[config.mk]
export PLATFORM = sky130hd
export DESIGN_NAME = uart_rx
export DESIGN_NICKNAME = d
export VERILOG_FILES = /design/src/rtl/uart_rx.sv
export SDC_FILE = /design/constraint.sdc
export NUM_CORES = 1
export LEC_CHECK = 0
export ABC_AREA = 1
export ABC_CLOCK_PERIOD_IN_PS = 3700
export CORE_ASPECT_RATIO = 1.4
export CORE_MARGIN = 4
export CORE_UTILIZATION = 60
export CTS_CLUSTER_DIAMETER = 50
export DETAILED_ROUTE_END_ITERATION = 10
export HOLD_SLACK_MARGIN = 0.05
export PLACE_DENSITY_LB_ADDON = 0.12
export SLEW_MARGIN = 10
export SYNTH_ARGS = -nofsm -noshare
export SYNTH_HDL_FRONTEND = slang
export SYNTH_SLANG_ARGS = --single-unit
[constraint.sdc]
create_clock -name clk_i -period 3.7 [get_ports clk_i]
set_input_delay 0.74 -clock clk_i [delete_from_list [all_inputs] [get_ports clk_i]]
set_output_delay 0.74 -clock clk_i [all_outputs]
set_load 0.1 [all_outputs]
[src/rtl/uart_rx.sv]
// uart_rx: asynchronous serial receiver, 8N1 frames (8E1 when parity is
// compiled in), LSB first. The line is synchronised and the start bit is
// validated at mid-bit. Every later bit is sampled at mid-period. Each good
// byte is presented on rx_data_o together with a one-cycle rx_valid_o strobe.
//
// Optional feature: define UART_RX_PARITY_EN to add an even-parity bit
// between the data bits and the stop bit. When it is undefined, the parity
// state is not built and parity_err_o is tied low.
//
// Ports:
//   clk_i        system clock, rising edge
//   rst_i        asynchronous active-high reset
//   rx_i         raw serial line, asynchronous to clk_i, idle high
//   rx_data_o    last correctly received byte, held between frames
//   rx_valid_o   one-cycle strobe, rx_data_o is new in that cycle
//   frame_err_o  one-cycle strobe, stop bit sampled low
//   parity_err_o one-cycle strobe, even-parity mismatch
//   rx_busy_o    high whenever the receiver is not idle
module uart_rx #(
  parameter int CLKS_PER_BIT = 868
) (
  input  logic       clk_i,
  input  logic       rst_i,
  input  logic       rx_i,
  output logic [7:0] rx_data_o,
  output logic       rx_valid_o,
  output logic       frame_err_o,
  output logic       parity_err_o,
  output logic       rx_busy_o
);

  localparam int CW = (CLKS_PER_BIT > 1) ? $clog2(CLKS_PER_BIT) : 1;
  localparam logic [CW-1:0] HALF_LAST = CW'(CLKS_PER_BIT / 2 - 1);
  localparam logic [CW-1:0] BIT_LAST  = CW'(CLKS_PER_BIT - 1);

  typedef enum logic [2:0] {
    ST_IDLE,
    ST_START,
    ST_DATA,
`ifdef UART_RX_PARITY_EN
    ST_PARITY,
`endif
    ST_STOP,
    ST_BREAK
  } state_e;

  state_e        state_q, state_d;
  logic [CW-1:0] cnt_q, cnt_d;
  logic [2:0]    bit_idx_q, bit_idx_d;
  logic [7:0]    shift_q, shift_d;
  logic [7:0]    data_q, data_d;
  logic          valid_q, valid_d;
  logic          ferr_q, ferr_d;
  logic          sync1_q, rx_s_q;
`ifdef UART_RX_PARITY_EN
  logic          perr_q, perr_d;
  logic          par_bad_q, par_bad_d;
`endif

  // Two-flop synchroniser. Both flops reset high so that a reset does not
  // look like a falling edge on the line.
  always_ff @(posedge clk_i or posedge rst_i) begin
    if (rst_i) begin
      sync1_q <= 1'b1;
      rx_s_q  <= 1'b1;
    end else begin
      sync1_q <= rx_i;
      rx_s_q  <= sync1_q;
    end
  end

  // Receiver state and the registered output strobes.
  always_ff @(posedge clk_i or posedge rst_i) begin
    if (rst_i) begin
      state_q   <= ST_IDLE;
      cnt_q     <= '0;
      bit_idx_q <= 3'd0;
      shift_q   <= 8'h00;
      data_q    <= 8'h00;
      valid_q   <= 1'b0;
      ferr_q    <= 1'b0;
`ifdef UART_RX_PARITY_EN
      perr_q    <= 1'b0;
      par_bad_q <= 1'b0;
`endif
    end else begin
      state_q   <= state_d;
      cnt_q     <= cnt_d;
      bit_idx_q <= bit_idx_d;
      shift_q   <= shift_d;
      data_q    <= data_d;
      valid_q   <= valid_d;
      ferr_q    <= ferr_d;
`ifdef UART_RX_PARITY_EN
      perr_q    <= perr_d;
      par_bad_q <= par_bad_d;
`endif
    end
  end

  // Next-state logic. The start bit is checked at half a bit so that every
  // later sample, taken a full bit apart, lands mid-bit. The stop-bit sample
  // returns straight to idle, which leaves half a bit of slack before the
  // next start edge.
  always_comb begin
    state_d   = state_q;
    cnt_d     = cnt_q + 1'b1;
    bit_idx_d = bit_idx_q;
    shift_d   = shift_q;
    data_d    = data_q;
    valid_d   = 1'b0;
    ferr_d    = 1'b0;
`ifdef UART_RX_PARITY_EN
    perr_d    = 1'b0;
    par_bad_d = par_bad_q;
`endif
    case (state_q)
      ST_IDLE: begin
        cnt_d = '0;
        if (!rx_s_q) state_d = ST_START;
      end
      ST_START: begin
        if (cnt_q == HALF_LAST) begin
          cnt_d     = '0;
          bit_idx_d = 3'd0;
          state_d   = rx_s_q ? ST_IDLE : ST_DATA;
        end
      end
      ST_DATA: begin
        if (cnt_q == BIT_LAST) begin
          cnt_d     = '0;
          shift_d   = {rx_s_q, shift_q[7:1]};
          bit_idx_d = bit_idx_q + 3'd1;
          if (bit_idx_q == 3'd7) begin
`ifdef UART_RX_PARITY_EN
            state_d = ST_PARITY;
`else
            state_d = ST_STOP;
`endif
          end
        end
      end
`ifdef UART_RX_PARITY_EN
      ST_PARITY: begin
        if (cnt_q == BIT_LAST) begin
          cnt_d     = '0;
          par_bad_d = ^{shift_q, rx_s_q};
          state_d   = ST_STOP;
        end
      end
`endif
      ST_STOP: begin
        if (cnt_q == BIT_LAST) begin
          cnt_d = '0;
          if (rx_s_q) begin
            state_d = ST_IDLE;
`ifdef UART_RX_PARITY_EN
            if (par_bad_q) begin
              perr_d = 1'b1;
            end else begin
              valid_d = 1'b1;
              data_d  = shift_q;
            end
`else
            valid_d = 1'b1;
            data_d  = shift_q;
`endif
          end else begin
            // A low stop bit wins over a parity error; only frame_err fires.
            ferr_d  = 1'b1;
            state_d = ST_BREAK;
          end
        end
      end
      ST_BREAK: begin
        // Hold off until the line returns high so a held-low line is not
        // decoded as a stream of zero bytes.
        cnt_d = '0;
        if (rx_s_q) state_d = ST_IDLE;
      end
      default: begin
        cnt_d   = '0;
        state_d = ST_IDLE;
      end
    endcase
  end

  assign rx_data_o   = data_q;
  assign rx_valid_o  = valid_q;
  assign frame_err_o = ferr_q;
  assign rx_busy_o   = (state_q != ST_IDLE);
`ifdef UART_RX_PARITY_EN
  assign parity_err_o = perr_q;
`else
  assign parity_err_o = 1'b0;
`endif

endmodule

### After elaboration in Yosys (flattened, before gate mapping)

Cells that the tools add are included.

| storage, ports and cells | value |
|---|---|
| bits in registers | 36 |
| latch bits | 0 |
| bits in writable memories | 0 |
| memory bits (read-only) | 0 |
| input bits | 3 |
| output and inout port bits | 12 |
| logic and storage cells | 53 |
| memories kept | 0 |

| operators by class | value |
|---|---|
| add/subtract/negate cells | 2 |
| multiply operators | 0 |
| div/mod/pow operators | 0 |
| $lt $le $gt $ge | 0 |
| equality and inequality tests | 13 |
| shifts and indexed selects | 0 |
| multiplexer cells | 21 |
| bitwise operators | 0 |
| reductions and logical operators | 8 |

Operators by type and width:

| operator | count |
|---|---|
| 2-to-1 mux 3 bit | 9 |
| 2-to-1 mux 10 bit | 2 |
| case mux 10 bit (2 select lines) | 1 |
| case mux 3 bit (5 select lines) | 1 |
| inequality test 2 bit, second input constant | 6 |
| adder 10 x 1 -> 10 bit, second input constant | 1 |
| equality test 10 bit, second input constant | 1 |
| equality test 10 x 9 -> 1 bit, second input constant | 1 |
| equality test 3 x 2 -> 1 bit, second input constant | 2 |
| equality test 3 bit, second input constant | 2 |
| 2-to-1 mux 1 bit | 6 |
| case mux 3 bit (2 select lines) | 1 |
| AND reduction 3 bit | 2 |
| AND reduction 6 bit | 1 |
| adder 3 x 1 -> 3 bit, second input constant | 1 |
| equality test 3 x 1 -> 1 bit, second input constant | 1 |
| logical NOT 3 bit | 1 |
| nonzero test 3 bit | 1 |
| 2-to-1 mux 2 bit | 1 |
| AND reduction 2 bit | 1 |
| nonzero test 2 bit | 1 |
| OR reduction 2 bit | 1 |

### Depth between registers and ports, before layout

Gate-level depths: netlist (run 1).

| logic depth | value |
|---|---|
| depth in word-level cells | 4 |
| gate-level depth with buffers | 9 |
| mapped depth without buffers | 9 |

### Least setup slack after synthesis (run 1)

OpenSTA, ideal clock, no wires.

| timing | value |
|---|---|
| path kind | register -> output |
| from | register state_q[2] |
| to | output port rx_busy_o |
| arrival time | 1.128 ns |
| data required time | 2.960 ns |
| setup slack | 1.832 ns |
| cell stages (with the launch flop) | 3 |
| buffers on the path | 0 |
| cells stage by stage | dfrtp_1 inv_1 nand2_1 |

| on the way | value |
|---|---|
| longest elaborated chain between the ends | 1 |

RTL lines:

| item | line | RTL |
|---|---|---|
| start: declaration | 47 | `state_e state_q, state_d;` |
| start signal: assignment | 87 | `state_q <= state_d;` |
| nonzero test 3 bit | 191 | `assign rx_busy_o = (state_q != ST_IDLE);` |
| end: declaration | 29 | `output logic rx_busy_o` |

Every way passes these cells.

### Worst setup path after layout (run 1)

Ends and elaborated chain as after synthesis.

==> results.yml, run 1 <==
status:
  outcome: "completed"
detailed_routing:
  drt-vias-per-instance: 5.05
  wire_per_inst_um: 12.0
  drtPass1Iterations: 4
  post-route-drc-count: 0
  route.vias.total: 1289
  ant_nets: 0
  routed_met2_length_um: 1660
  dr.max_layer_used: "met4"
  wire_length_on_met3_um: 93
  drt_iter0_drc: 35
  totalWireLength_um: 3070
  wl_met1_um: 1260
timing:
  tightest_slew_ns: 0.977
  final.setup.tns_ns: 0
  setup_ws_ns: 0.877
  fmax_ghz: 0.354
  finalSetupViolations: 0
  period_needed_ns: 2.82
  fin_skew_ns: 0.0107
  rsz_0062_raised_after_global_routing: "false"
  slew-limit-headroom_pct: 34.7
  finalHoldViolations: 0
  final_min_period_over_clock_period_pct: 76.3
  final_max_slew_viol_count: 0
worst_setup_path:
  worst_setup_path_startpoint: "state_q[2]"
  crit-reg2reg-launch: "cnt_q[0]"
  path_delay_family: "buffers and inverters"
  critical_path_maximum_fanout: 5
  end_kind: "output pin"
  crit_slowest_cell: "sky130_fd_sc_hd__clkdlybuf4s50_1"
  worstSetupPathType: "reg -> out"
  startpoint_type: "flip-flop"
  worst_path_arrival_ns: 2.08
  cpPeakStageDelay_ns: 1.12
  cp.required_ns: 2.96
  crit_path_cell_trace: "inv_1, nand2_1, clkdlybuf4s50_1"
  critical_path_buf_inv_count: 2
run:
  timing.max_cap.violations: 0
grt:
  grt_max_degree: 37
  first_global_vias: 1357
  wire_length_of_the_first_global_routing_pass_um: 5520
  global_router_s_overall_resource_usage_pct: 19.6
  globalRoute.totalOverflow: 0
  antenna_found_initial: 0
yosys:
  synth-simple-area-share_pct: 31.5
  post-synth-top-area-fraction_pct: 49.5
  synth.largest_area_cell: "sky130_fd_sc_hd__dfrtp_1"
  synth_cells: 199
  synth_cell_types: 26
  synth_warn: 0
  dominant_combinational_cell_family_by_area_after_synthesis: "simple AND/OR/NAND/NOR gates"
  compound_gate_portion_of_the_synthesized_area_pct: 4.44
  yosys.area_share.xor_xnor_pct: 2.04
  area_of_the_mapped_netlist_mm2: 0.00172
  yosys-mux-area-fraction_pct: 0
  synth_seq_cells: 36
  synthesis.area_per_instance_um2: 8.64
  mappedNetlistNets: 206
  yosysSeqAreaShare_pct: 52.5
  synth_top_cells_by_area: "sky130_fd_sc_hd__dfrtp_1, sky130_fd_sc_hd__nand2_1, sky130_fd_sc_hd__nor2_1"
  synth_fa_ha_area_share_pct: 2.91
pwr:
  worst_ir_drop_vdd_v: 0.000281
  static-leakage-power_nw: 1.01
  power_per_cell_area_mw_per_mm2: 347
placement:
  dp.final_hpwl_um: 2330
  placement.cell_area_mm2: 0.00188
  place.gp.congestion: 0.827
  port_buffers: 13
  placement.setup.worst_slack_ns: 1.25
final_layout:
  final-seq-area_um2: 903
  final_layout_size_suffix_gt1_share_pct: 13.7
  layout_commonest_cell: "sky130_fd_sc_hd__nand2_1"
  layout.filler_cells: 237
  finish.instance_area_mm2: 0.00196
  total_number_of_nets_in_the_final_design: 225
  multiInputGateArea_um2: 707
  n_antenna_cell: 0
  most-common-layout-cells: "sky130_fd_sc_hd__nand2_1, sky130_fd_sc_hd__dfrtp_1, sky130_fd_sc_hd__nor2_1"
  area_growth_pct: 14.0
  finalCoreUtilization_pct: 72.6
clock_network:
  htree_num_levels: 2
  cts.path.max_buffers: 2
  path_clk_slew_ns: 0.10
  cts.root.buffer_cell: "sky130_fd_sc_hd__clkbuf_4"
  cts_bufs_inserted: 5
  cts.hold.buffers_added: 0
  clock_latency_of_the_later_clocked_register_in_the_worst_skew_pair_ns: 0.34
  clock_sink_count: 36
  post_cts_resized: 0
  tritoncts: "yes"
  postCtsSetupBuffers: 0
floorplan:
  design.core.area_mm2: 0.00270
  rows: 22
  initial_core_util_pct: 63.7
  die_width_um: 53.2
  die_y_um: 71.3
  fp.dieArea_mm2: 0.00380
  io_pins: 15
worst_hold_path:
  worst_hold_startpoint: "sync1_q"
  hold_path.class: "reg -> reg"
-- power by group --
group	leakage [nW]	switching, mW	internal (mW)	total (mW)
logic	0.489	0.0132	0.00296	0.0162
registers	0.481	0.00113	0.395	0.396
clock network	0.0422	0.125	0.142	0.266
total	1.01	0.139	0.540	0.679
-- path summary, 6_finish.rpt --
check	cells past startpoint	end	slack (ns)
hold reg to reg	0	rx_s_q	0.37
setup / recovery	3	rx_busy_o	0.88
max in group asynchronous	3	sync1_q	2.56
hold / removal	0	rx_s_q	0.37
min in group asynchronous	3	cnt_q[3]	0.80
setup reg to reg	8	bit_idx_q[1]	2.11
-- registers in the layout (all words and copies together), names as in the netlist, 3 cells and up --
signal and count:
bit_idx_q 3, cnt_q 10, rx_data_o 8, shift_q 8, state_q 3
-- cell families after synthesis --
| logic type | after synthesis |
|---|---|
| other cells | 1 |
| fa+ha+maj | 4 |
| simple gates | 115 |
| flops | 36 |
| buf+inv | 26 |
| compound gates | 13 |
| xor+xnor | 4 |
-- cells in the mapped netlist --
library cell / instances
sky130_fd_sc_hd__nor2_2: 2
sky130_fd_sc_hd__nand3b_1: 3
sky130_fd_sc_hd__nor3_4: 1
sky130_fd_sc_hd__nand3b_2: 1
sky130_fd_sc_hd__buf_4: 1
sky130_fd_sc_hd__nand3b_4: 1
sky130_fd_sc_hd__o21ai_0: 5
sky130_fd_sc_hd__xnor2_1: 2
sky130_fd_sc_hd__ha_1: 4
sky130_fd_sc_hd__conb_1: 1
sky130_fd_sc_hd__nor2_1: 23
sky130_fd_sc_hd__dfrtp_1: 34
sky130_fd_sc_hd__nor3_1: 2
sky130_fd_sc_hd__inv_2: 4
sky130_fd_sc_hd__nand3_1: 9
sky130_fd_sc_hd__nor2_4: 2
sky130_fd_sc_hd__nand2_2: 5
sky130_fd_sc_hd__dfstp_2: 2
sky130_fd_sc_hd__inv_1: 20
sky130_fd_sc_hd__o21ai_1: 5
sky130_fd_sc_hd__nand3_2: 1
sky130_fd_sc_hd__a21oi_2: 3
sky130_fd_sc_hd__nand2_1: 61
sky130_fd_sc_hd__buf_6: 1
sky130_fd_sc_hd__nand4_1: 4
sky130_fd_sc_hd__xor2_1: 2
-- worst register-to-register path: stages (launching register included) --
cell	delay (ns)
sky130_fd_sc_hd__dfrtp_1	0.41
sky130_fd_sc_hd__ha_1	0.23
sky130_fd_sc_hd__nand2_1	0.11
sky130_fd_sc_hd__nor2_4	0.15
sky130_fd_sc_hd__nand3b_4	0.21
sky130_fd_sc_hd__nand2_2	0.16
sky130_fd_sc_hd__nand2_1	0.09
sky130_fd_sc_hd__nand2_1	0.07
sky130_fd_sc_hd__nand2_1	0.04
-- area by class of cell --
cell class	count	share of cell area, %
sequential	36	46.1
multi-input combinational	137	36.1
timing repair buffer	14	7.02
inverter	24	4.60
tap	36	2.30
clock buffer	6	2.11
clock inverter	2	1.79
-- metrics by stage --
stage | power, mW | hold WS, ns | instances
floorplan | 0.416 | 0.345 | 199
global placement | 0.420 | 0.347 | 247
detailed placement | 0.421 | 0.351 | 247
CTS | 0.687 | 0.366 | 255
global route | 0.706 | 0.369 | 255
finish | 0.679 | 0.365 | 255
-- routing by layer --
layer / vias up / GRT usage [%]
met5: - / 0
met4: 0 / 7.67
met3: 5 / 5.61
met2: 18 / 35.6
met1: 611 / 20.3
li1: 655 / -
Power figures use the tool's default switching activity.
==> run 2: changes to the inputs <==
--- a/config.mk
+++ b/config.mk
@@ -6,10 +6,10 @@
 export NUM_CORES = 1
 export LEC_CHECK = 0
 export ABC_AREA = 1
-export ABC_CLOCK_PERIOD_IN_PS = 3700
+export ABC_CLOCK_PERIOD_IN_PS = 2330
 export CORE_ASPECT_RATIO = 1.4
 export CORE_MARGIN = 4
-export CORE_UTILIZATION = 60
+export CORE_UTILIZATION = 51
 export CTS_CLUSTER_DIAMETER = 50
 export DETAILED_ROUTE_END_ITERATION = 10
 export HOLD_SLACK_MARGIN = 0.05
==> constraint.sdc (replaced) <==
create_clock -name clk_i -period 2.33 [get_ports clk_i]
set_input_delay 0.466 -clock clk_i [delete_from_list [all_inputs] [get_ports clk_i]]
set_output_delay 0.466 -clock clk_i [all_outputs]
set_load 0.1 [all_outputs]
==> run 2 against run 1 <==
  * Final area decreased by 0.32%
  * Utilization decreased by 11 points
  * Clock skew decreased by 0.0017 ns
  * Global-route usage decreased by 2.6 points
  * Clock-buffer cell count increased by 1
  * Largest cell class unchanged
==> results.yml, run 2 (synthesis results as in run 1) <==
detailed_routing:
  totalWireLength_um: 3120
  drt-vias-per-instance: 4.98
  route.vias.total: 1284
  ant_nets: 0
  wire_per_inst_um: 12.1
  drtPass1Iterations: 4
  drt_iter0_drc: 36
  post-route-drc-count: 0
worst_setup_path:
  crit_path_cell_trace: "nor2_1, nand2_1, buf_4"
  crit-reg2reg-launch: "cnt_q[0]"
  cpPeakStageDelay_ns: 0.43
  startpoint_type: "flip-flop"
  worst_path_arrival_ns: 1.22
  cp.required_ns: 1.86
  worst_setup_path_startpoint: "state_q[0]"
  critical_path_maximum_fanout: 4
  critical_path_buf_inv_count: 1
  crit_slowest_cell: "sky130_fd_sc_hd__dfrtp_1"
  worstSetupPathType: "reg -> out"
  path_delay_family: "flip-flops"
  end_kind: "output pin"
grt:
  grt_max_degree: 37
  global_router_s_overall_resource_usage_pct: 17.0
  globalRoute.totalOverflow: 0
  first_global_vias: 1339
  wire_length_of_the_first_global_routing_pass_um: 5690
  antenna_found_initial: 0
timing:
  setup_ws_ns: 0.642
  final.setup.tns_ns: 0
  fin_skew_ns: 0.00896
  final_max_slew_viol_count: 0
  fmax_ghz: 0.593
  finalHoldViolations: 0
  finalSetupViolations: 0
  rsz_0062_raised_after_global_routing: "false"
  period_needed_ns: 1.69
  final_min_period_over_clock_period_pct: 72.4
floorplan:
  die_width_um: 57.1
  rows: 24
  initial_core_util_pct: 54.0
  die_y_um: 76.7
  io_pins: 15
  fp.dieArea_mm2: 0.00438
  design.core.area_mm2: 0.00318
worst_hold_path:
  worst_hold_startpoint: "sync1_q"
  hold_path.class: "reg -> reg"
final_layout:
  multiInputGateArea_um2: 707
  layoutNonFillerInstCount: 258
  largest_register_ff_count: 10
  register_with_the_highest_flop_count: "cnt_q"
  area_growth_pct: 13.6
  final_layout_size_suffix_gt1_share_pct: 18.7
  finalCoreUtilization_pct: 61.4
  layout_commonest_cell: "sky130_fd_sc_hd__nand2_1"
  most-common-layout-cells: "sky130_fd_sc_hd__nand2_1, sky130_fd_sc_hd__dfrtp_1, sky130_fd_sc_hd__nor2_1"
  final-seq-area_um2: 903
  n_antenna_cell: 0
  layout.filler_cells: 282
  finish.instance_area_mm2: 0.00195
  total_number_of_nets_in_the_final_design: 225
placement:
  dp_cells: 250
  placement.cell_area_mm2: 0.00186
  dp.final_hpwl_um: 2360
  placement.setup.worst_slack_ns: 0.743
  place.gp.congestion: 0.873
  port_buffers: 13
clock_network:
  clock_sink_count: 36
  post_cts_resized: 0
  cts.hold.buffers_added: 0
  cts.path.max_buffers: 2
  clock_latency_of_the_later_clocked_register_in_the_worst_skew_pair_ns: 0.29
  postCtsSetupBuffers: 0
  path_clk_slew_ns: 0.07
  htree_num_levels: 2
  cts_bufs_inserted: 5
  tritoncts: "yes"
  cts.root.buffer_cell: "sky130_fd_sc_hd__clkbuf_8"
run:
  timing.max_cap.violations: 0
pwr:
  worst_ir_drop_vdd_v: 0.000477
  power_per_cell_area_mw_per_mm2: 570
  static-leakage-power_nw: 1.04
status:
  outcome: "completed"
## run 2: through the flow
step | total power [mW] | hold WS (ns)
after global routing | 1.17 | 0.367
after global placement | 0.668 | 0.348
after floorplan | 0.661 | 0.345
after CTS | 1.13 | 0.361
final | 1.11 | 0.359
after detailed placement | 0.668 | 0.351
## run 2: power breakdown
part,internal (mW),switching [mW]
Clock,0.240,0.218
Sequential,0.628,0.00195
Combinational,0.00468,0.0208
## run 2: cell type report
class / count / area share [%]
flip-flops and latches: 36 / 46.3
clock inverters: 1 / 0.384
multi-input cells: 137 / 36.2
well taps: 39 / 2.50
clock buffers: 7 / 4.42
inverters: 24 / 4.61
repair buffers: 14 / 5.64
## run 2: layer usage
layer  up-vias  share of wire (%)  track usage (%)
met4         0                3.7             11.1
met5         -                  0                0
met3        10                3.3             4.87
met1       602                 42             18.7
li1        653                  -                -
met2        19                 51             28.0
## run 2: worst paths after layout
path / endpoint / slack, ns / cells after the start
max: rx_busy_o / 0.64 / 3
min reg2reg: rx_s_q / 0.36 / 0
max in group asynchronous: sync1_q / 1.41 / 3
max reg2reg: bit_idx_q[1] / 0.74 / 8
min in group asynchronous: rx_data_o[6] / 0.56 / 3
min: rx_s_q / 0.36 / 0
==> run 3: changes to the inputs <==
--- a/config.mk
+++ b/config.mk
@@ -6,10 +6,10 @@
 export NUM_CORES = 1
 export LEC_CHECK = 0
 export ABC_AREA = 1
-export ABC_CLOCK_PERIOD_IN_PS = 2330
+export ABC_CLOCK_PERIOD_IN_PS = 1570
 export CORE_ASPECT_RATIO = 1.4
 export CORE_MARGIN = 4
-export CORE_UTILIZATION = 51
+export CORE_UTILIZATION = 56
 export CTS_CLUSTER_DIAMETER = 50
 export DETAILED_ROUTE_END_ITERATION = 10
 export HOLD_SLACK_MARGIN = 0.05
==> constraint.sdc (replaced) <==
create_clock -name clk_i -period 1.57 [get_ports clk_i]
set_input_delay 0.314 -clock clk_i [delete_from_list [all_inputs] [get_ports clk_i]]
set_output_delay 0.314 -clock clk_i [all_outputs]
set_load 0.1 [all_outputs]
==> run 3 against run 2 <==
  * Sequential power increased by 48%
  * Die area down 7.9%
  * Hold slack gained 0.0011 ns
  * Flip-flop and latch count stayed put
  * Setup slack worse by 0.60 ns
==> results.yml, run 3 (synthesis results as in run 1) <==
timing:
  finalHoldViolations: 0
  fin_skew_ns: 0.00236
  final_min_period_over_clock_period_pct: 97.0
  fmax_ghz: 0.657
  final_max_slew_viol_count: 0
  period_needed_ns: 1.52
  finalSetupViolations: 0
grt:
  antenna_found_initial: 0
  global_router_s_overall_resource_usage_pct: 19.7
  first_global_vias: 1316
  grt_max_degree: 37
  globalRoute.totalOverflow: 0
  wire_length_of_the_first_global_routing_pass_um: 5730
detailed_routing:
  route.vias.total: 1378
  totalWireLength_um: 3380
  drt-vias-per-instance: 5.24
  wire_per_inst_um: 12.8
  drtPass1Iterations: 4
  ant_nets: 0
  drt_iter0_drc: 47
  post-route-drc-count: 0
pwr:
  power_per_cell_area_mw_per_mm2: 759
  switchingPower_mw: 0.339
  worst_ir_drop_vdd_v: 0.000764
  pwr-share-comb_pct: 2.5
  internal_power_mw: 1.34
  static-leakage-power_nw: 1.14
  share_seq_of_total_power_pct: 55.6
  sum_of_internal_switching_and_leakage_power_mw: 1.68
  swShare_pct: 20.2
  share_clk_of_total_power_pct: 41.9
final_layout:
  most-common-layout-cells: "sky130_fd_sc_hd__nand2_1, sky130_fd_sc_hd__dfrtp_1, sky130_fd_sc_hd__nor2_1"
  final-seq-area_um2: 905
  total_number_of_nets_in_the_final_design: 232
  n_antenna_cell: 0
  finish.instance_area_mm2: 0.00222
  register_with_the_highest_flop_count: "cnt_q"
  multiInputGateArea_um2: 754
  area_growth_pct: 28.9
  final_layout_size_suffix_gt1_share_pct: 23.9
  largest_register_ff_count: 10
  layout_commonest_cell: "sky130_fd_sc_hd__nand2_1"
  layout.filler_cells: 206
  finalCoreUtilization_pct: 76.2
clock_network:
  cts_bufs_inserted: 5
  tritoncts: "yes"
  cts.root.buffer_cell: "sky130_fd_sc_hd__clkbuf_8"
  clock_latency_of_the_later_clocked_register_in_the_worst_skew_pair_ns: 0.28
  clock_sink_count: 36
  cts.path.max_buffers: 2
  path_clk_slew_ns: 0.07
  htree_num_levels: 2
worst_setup_path:
  worstSetupPathType: "reg -> out"
  critical_path_maximum_fanout: 4
  startpoint_type: "flip-flop"
  worst_path_arrival_ns: 1.21
  crit-reg2reg-launch: "cnt_q[1]"
  critical_path.reg2reg.endpoint: "rx_data_o[3]"
  r2r_slack_ns: 0.10
  worst_setup_path_startpoint: "state_q[0]"
  end_kind: "output pin"
  rr_worst_depth: 8
  cp.required_ns: 1.26
floorplan:
  die_width_um: 54.8
  design.core.area_mm2: 0.00291
  fp.dieArea_mm2: 0.00403
  rows: 23
  initial_core_util_pct: 59.1
  io_pins: 15
  die_y_um: 73.6
worst_hold_path:
  worst_hold_startpoint: "sync1_q"
  timing.hold.worst_path_depth: 0
  hold_path.class: "reg -> reg"
  worstHoldEndpoint: "rx_s_q"
placement:
  dp.final_hpwl_um: 2300
  port_buffers: 13
  place.gp.congestion: 0.776
  placement.cell_area_mm2: 0.00203
status:
  outcome: "completed"
run:
  timing.max_cap.violations: 0
## run 3: cell count changes in the layout (fill, tap and decap cells not counted), moves of 2 or more
cell and delta:
sky130_fd_sc_hd__nand2_4 +3, sky130_fd_sc_hd__buf_12 +13, sky130_fd_sc_hd__inv_1 -2, sky130_fd_sc_hd__nand2_1 -2
sky130_fd_sc_hd__buf_4 -8
## run 3: worst max-delay path by stage
stage | cells past startpoint | slack [ns] | end
CTS | 7 | 0.01 | rx_data_o[6]
floorplan | 2 | 0.13 | rx_busy_o
finish | 3 | 0.05 | rx_busy_o
global route | 9 | -0.008 | bit_idx_q[1]
detailed placement | 8 | 0.01 | rx_data_o[7]
global placement | 7 | 0.09 | rx_data_o[7]
## run 3: what timing repair did
item | 4_1_cts | 5_1_grt
setup endpoints to repair | 2 | 23
hold buffers | 0 | 0
cloned | 0 | 2
gates resized for setup | 1 | 11
pin swaps | 0 | 3
setup buffers | 0 | 4
## run 3: worst max-delay path, cell delays in order (launching register included)
cell and delay (ns):
sky130_fd_sc_hd__dfrtp_1 0.43, sky130_fd_sc_hd__nor2_1 0.20, sky130_fd_sc_hd__nand2_1 0.12, sky130_fd_sc_hd__buf_12 0.18
## run 3: metal layers
layer | GRT usage [%] | share of wire (%) | up-vias
met5 | 0 | 0 | -
met2 | 32.1 | 54 | 21
met1 | 23.8 | 40 | 677
met3 | 5.27 | 3.4 | 8
li1 | - | - | 672
met4 | 8.31 | 2.5 | 0
## run 3: power by group through the flow
stage	Combinational, mW	Sequential [mW]	Clock [mW]
3_5_place_dp	0.0439	0.952	0
3_3_place_gp	0.0427	0.952	0
4_1_cts	0.0435	0.936	0.721
5_1_grt	0.0470	0.935	0.763
6_report	0.0420	0.935	0.705
2_1_floorplan	0.0289	0.951	0
## run 3: metrics by stage
step	TNS (ns)	setup WS (ns)	hold WS, ns	std cells
after floorplan	0	0.128	0.318	199
after global placement	0	0.0913	0.345	249
after detailed placement	0	0.0128	0.352	249
after CTS	0	0.0138	0.361	257
after global routing	-0.0172	-0.00794	0.363	263
final	0	0.0471	0.361	263
## run 3: area by class of cell
cell class	count	share of cell area, %
Sequential cell	36	40.8
Multi-Input combinational cell	138	34.0
Timing Repair Buffer	19	14.0
Clock buffer	8	4.52
Inverter	24	4.18
Tap cell	37	2.09
Timing Repair inverter	1	0.339
==> RTL edit 1: new RTL, settings of run 1 <==
Set the parameter `CLKS_PER_BIT` to 434 (it was 868).
--- a/src/rtl/uart_rx.sv
+++ b/src/rtl/uart_rx.sv
@@ -19,3 +19,3 @@
 module uart_rx #(
-  parameter int CLKS_PER_BIT = 868
+  parameter int CLKS_PER_BIT = 434
 ) (
Function: no difference found for any inputs over 10 cycles, from zero or initial values and one cycle with rst_i high; that may be too few to reach the edited logic, so the function may still have changed.
==> RTL edit 1 against run 1 <==
Sequential cell count down 1; cell count down 1.6%; global-route usage up 0.39 points; worst setup slack better by 23 ps; power down 15%; critical endpoint unchanged; synthesized area down 3.4%; critical path type unchanged; wire length down 3.8%; final area down 4.2%.
==> RTL edit 1: results (changes against run 1) <==
\begin{tabular}{lr}
\hline
Metric & Value \\
\hline
\multicolumn{2}{l}{\textbf{Yosys}} \\
Sequential share of the synthesized area & 52.90\% (+0.35 points) \\
Area contributors post-synth & sky130\_fd\_sc\_hd\_\_dfrtp\_1, sky130\_fd\_sc\_hd\_\_nand2\_1, sky130\_fd\_sc\_hd\_\_nand3\_1 \\
Syn nets & 204 (-0.97\%) \\
Ranking of synthesized cells by instance count & sky130\_fd\_sc\_hd\_\_nand2\_1, sky130\_fd\_sc\_hd\_\_dfrtp\_1, sky130\_fd\_sc\_hd\_\_inv\_1, sky130\_fd\_sc\_hd\_\_nand3\_1, sky130\_fd\_sc\_hd\_\_nor2\_1 \\
\multicolumn{2}{l}{\textbf{Global routing}} \\
First-pass GRT wire length & 5.478 mm (-0.76\%) \\
Largest net degree at the start of global routing & 23 (-38\%) \\
Aggregate global-route resource usage & 20.00\% (+0.39 points) \\
\multicolumn{2}{l}{\textbf{Place}} \\
Final RePlAce weighted congestion & 0.8442 (+2.1\%) \\
Area after DPL & 1836 sq um (-2.5\%) \\
Placement Setup Slack & 1274 ps (+25.07 ps) \\
Post-detail-place hpwl & 2.268 mm (-2.8\%) \\
\multicolumn{2}{l}{\textbf{Setup path}} \\
Worst Path Arrival & 2060 ps (-20 ps) \\
CP Max Fanout & 6 (+1) \\
Startpoint of the worst setup timing path & state\_q[1] \\
R2R Path Start & state\_q[0] \\
\multicolumn{2}{l}{\textbf{Cells and area}} \\
Number of antenna diodes & 0 (unchanged) \\
Max FFs per register & 9 (-1) \\
Net total in the final layout & 224 (-0.44\%) \\
Share of final-layout standard cells stronger than drive strength 1 & 9.767\% (-3.9 points) \\
\multicolumn{2}{l}{\textbf{Routing}} \\
Final wirelength & 2.955 mm (-3.8\%) \\
Routed vias/inst & 5.100 (+0.88\%) \\
Iteration-0 DRC Markers & 41 (+17\%) \\
\multicolumn{2}{l}{\textbf{Timing}} \\
Setup skew after layout & 9.534 ps (-1.136 ps) \\
Relative slew slack & 35.43\% (+0.77 points) \\
\multicolumn{2}{l}{\textbf{CTS}} \\
Clock Pin Slew Worst Setup and Hold Paths & 80 ps (-20 ps) \\
\multicolumn{2}{l}{\textbf{Pwr}} \\
Maximum ir drop on the vdd rail & 0.0003325 V (+18\%) \\
Leakage & 0.9884 nW (-2.4\%) \\
\multicolumn{2}{l}{\textbf{Outcome}} \\
Status & finished clean \\
\hline
\end{tabular}
RTL edit 1: changes by cell type in the layout (fill, tap and decap cells not counted), sizes merged, moves of 2 or more:
cell | before | now
a21oi | 3 | 0
nand3 | 10 | 18
nand2 | 66 | 77
o21ai | 10 | 4
inv | 24 | 20
nand3b | 5 | 3
nor2 | 27 | 20
RTL edit 1: per-stage QoR:
stage / instances / hold slack [ps]
2_1_floorplan: 196 / 345.2
3_3_place_gp: 245 / 346.7
3_5_place_dp: 245 / 347.2
4_1_cts: 251 / 359.9
5_1_grt: 251 / 369.6
6_report: 251 / 358.3
RTL edit 1: worst max-delay path, stage by stage, from the launching register on:
cell	delay [ps]
sky130_fd_sc_hd__dfrtp_1	450
sky130_fd_sc_hd__nor2_1	100
sky130_fd_sc_hd__nand2_1	60
sky130_fd_sc_hd__clkdlybuf4s50_1	1120
RTL edit 1: report_power, final:
| group | internal [mW] | switching [mW] | total [mW] |
|---|---|---|---|
| clock | 0.0674 | 0.110 | 0.178 |
| combinational | 0.00293 | 0.0129 | 0.0159 |
| sequential | 0.384 | 0.00137 | 0.386 |
| total | 0.455 | 0.125 | 0.579 |
RTL edit 1: final timing paths:
kind / depth (start not counted) / end / slack (ps)
max in group asynchronous: 3 / rx_s_q / 2090
worst max register to register: 8 / bit_idx_q[0] / 2140
worst max-delay path: 3 / rx_busy_o / 900
worst min-delay path: 0 / rx_s_q / 360
min in group asynchronous: 2 / rx_data_o[5] / 840
worst min register to register: 0 / rx_s_q / 360
RTL edit 1: final cells by class:
| class | count | area (sq um) |
|---|---|---|
| multi-input cells | 139 | 694.4 |
| fillers | 231 | 765.7 |
| flip-flops and latches | 35 | 878.3 |
| inverters | 21 | 80.08 |
| repair buffers | 14 | 137.6 |
| well taps | 36 | 45.04 |
| clock buffers | 6 | 41.29 |
RTL edit 1: metal layers:
metal / up-vias / global-route usage [%] / routed length, um
met5: - / 0 / 0
met4: 0 / 13.64 / 92
met3: 9 / 6.397 / 117
met2: 19 / 32.73 / 1555
met1: 607 / 20.85 / 1190
li1: 645 / - / -
RTL edit 1: logic make-up (layout without fill, tap and decap cells):
| kind of cell | after synthesis | count (layout) | synth area share, % |
|---|---|---|---|
| other | 1 | 1 | 0.2259 |
| AND/OR/NAND/NOR | 124 | 124 | 34.06 |
| AO/OA/AOI/OAI | 5 | 5 | 1.658 |
| flip-flops | 35 | 35 | 52.90 |
| XOR/XNOR | 4 | 4 | 2.110 |
| adder cells (fa/ha/maj) | 5 | 5 | 3.768 |
| buffers and inverters | 22 | 41 | 5.275 |
==> RTL edit 2: new RTL, flow settings as in run 1 <==
Without the edit above. The 5 states of `state_e` get a one-hot encoding in 5 bits.
--- a/src/rtl/uart_rx.sv
+++ b/src/rtl/uart_rx.sv
@@ -35,6 +35,6 @@
 
-  typedef enum logic [2:0] {
-    ST_IDLE,
-    ST_START,
-    ST_DATA,
+  typedef enum logic [4:0] {
+    ST_IDLE  = 5'b00001,
+    ST_START = 5'b00010,
+    ST_DATA  = 5'b00100,
 `ifdef UART_RX_PARITY_EN
@@ -42,4 +42,4 @@
 `endif
-    ST_STOP,
-    ST_BREAK
+    ST_STOP  = 5'b01000,
+    ST_BREAK = 5'b10000
   } state_e;
Check against the original RTL: same outputs for any inputs over 10 cycles, from zero or initial values and one cycle with rst_i high; not proved beyond that.
==> RTL edit 2 against run 1 <==
Sequential share of layout area rose by 0.71 points; wire length fell by 1.0%; final area is 4.1% higher; fmax is 1.4% lower; synthesized area up 4.1%; register-to-register slack got worse by 300 ps; largest cell class unchanged; worst setup slack lost 41 ps; sequential cell count increased by 2; synthesized cell count rose by 6.0%; cell count up 4.7%.
Power is not compared: it rests on default switching activity, and its combinational part moved more than twofold at a synthesized area within 25%.
==> RTL edit 2: results (changes against run 1) <==
\begin{tabular}{lr}
\hline
Metric & Value \\
\hline
\multicolumn{2}{l}{\textbf{Outcome}} \\
Status & finished clean \\
\multicolumn{2}{l}{\textbf{Place}} \\
Area after DPL & 1949 sq um (+3.5\%) \\
Post-detail-place hpwl & 2.302 mm (-1.3\%) \\
Placement Setup Slack & 1152 ps (-97.12 ps) \\
Final RePlAce weighted congestion & 0.8903 (+7.6\%) \\
Number of instances in the placed design & 259 (+4.9\%) \\
\multicolumn{2}{l}{\textbf{CTS}} \\
Number of levels the H-tree was split into & 2 (unchanged) \\
Clock Pin Slew Worst Setup and Hold Paths & 60 ps (-40 ps) \\
Maximum root-to-sink buffer count & 2 (unchanged) \\
Worst skew pair latency & 290 ps (-50 ps) \\
Total of cells resized after clock tree synthesis & 0 (unchanged) \\
Root cell of the clock tree & sky130\_fd\_sc\_hd\_\_clkbuf\_8 \\
\multicolumn{2}{l}{\textbf{Cells and area}} \\
Number of antenna diodes & 0 (unchanged) \\
Net total in the final layout & 236 (+4.9\%) \\
Biggest register & cnt\_q \\
Share of final-layout standard cells stronger than drive strength 1 & 11.74\% (-2.0 points) \\
\multicolumn{2}{l}{\textbf{Yosys}} \\
Library cells used by synthesis & 28 (+7.7\%) \\
Synthesized area per cell & 8.480 sq um (-1.8\%) \\
Syn nets & 218 (+5.8\%) \\
Area share of the largest cell type after synthesis & 48.95\% (-0.54 points) \\
Ranking of synthesized cells by instance count & sky130\_fd\_sc\_hd\_\_nand2\_1, sky130\_fd\_sc\_hd\_\_dfrtp\_1, sky130\_fd\_sc\_hd\_\_inv\_1 \\
Synthesis Warnings & 0 (unchanged) \\
Leading register cell type out of synthesis & sky130\_fd\_sc\_hd\_\_dfrtp\_1 \\
Sequential share of the synthesized area & 53.36\% (+0.81 points) \\
Area contributors post-synth & sky130\_fd\_sc\_hd\_\_dfrtp\_1, sky130\_fd\_sc\_hd\_\_nand2\_1, sky130\_fd\_sc\_hd\_\_inv\_1 \\
\multicolumn{2}{l}{\textbf{Global routing}} \\
Aggregate global-route resource usage & 19.24\% (-0.37 points) \\
Number of antenna violations at the first check in global routing & 0 (unchanged) \\
Largest net degree at the start of global routing & 24 (-35\%) \\
First-pass GRT wire length & 5.444 mm (-1.4\%) \\
Vias in the first global route & 1,294 (-4.6\%) \\
\multicolumn{2}{l}{\textbf{Timing}} \\
Relative slew slack & 35.43\% (+0.77 points) \\
Setup skew after layout & 6.291 ps (-4.380 ps) \\
\multicolumn{2}{l}{\textbf{Routing}} \\
Final wirelength & 3.041 mm (-1.0\%) \\
Iteration-0 DRC Markers & 36 (+2.9\%) \\
Vias & 1,368 (+6.1\%) \\
Routed vias/inst & 5.124 (+1.4\%) \\
\multicolumn{2}{l}{\textbf{Setup path}} \\
Slowest cell delay on critical path & 1000 ps (-120 ps) \\
CP Max Fanout & 3 (-2) \\
Worst Path Arrival & 2120 ps (+40 ps) \\
\multicolumn{2}{l}{\textbf{Pwr}} \\
Net Sw Power & 378.7 uW \\
\hline
\end{tabular}
==> RTL edit 2: cell types whose count changed after synthesis, sizes merged, moves of 2 or more <==
cell    change
nand3b      -3
a21oi       -3
inv        +10
xor2        +2
o21ai      +10
nand2      -10
==> RTL edit 2: logic make-up after synthesis <==
family                   synth area share [%]
other                                  0.2096
AO/OA/AOI/OAI                           6.224
adder cells (fa/ha/maj)                 2.797
AND/OR/NAND/NOR                         26.29
XOR/XNOR                                2.447
flip-flops                              53.36
buffers and inverters                   8.671
==> RTL edit 2: routing by layer <==
layer	share of wire, %	up-vias	track usage [%]
li1	-	680	-
met1	41	653	21.40
met2	52	28	33.02
met3	4.6	7	5.726
met4	2.2	0	8.033
met5	0	-	0
==> RTL edit 2: power groups by stage <==
stage	Sequential, mW	Clock [mW]	Combinational (mW)
final	0.472	0.282	0.303
after floorplan	0.475	0	0.242
after global placement	0.477	0	0.298
after CTS	0.471	0.290	0.303
after detailed placement	0.479	0	0.301
after global routing	0.475	0.308	0.339
==> RTL edit 2: final timing paths <==
path / startpoint / to / slack (ps) / depth (start not counted)
worst min-delay path: sync1_q / rx_s_q / 360 / 0
worst min register to register: sync1_q / rx_s_q / 360 / 0
min in group asynchronous: rst_i / rx_data_o[4] / 930 / 2
max in group asynchronous: rst_i / state_q[0] / 1980 / 3
worst max register to register: state_q[1] / bit_idx_q[0] / 1810 / 8
worst max-delay path: state_q[0] / rx_busy_o / 840 / 4
==> RTL edit 2: area by class of cell <==
cell class,instances,area (sq um)
timing repair buffer,14,137.6
tap,37,46.29
multi-input combinational,135,679.4
sequential,38,954.7
fill,239,838.3
inverter,35,131.4
clock buffer,8,90.09
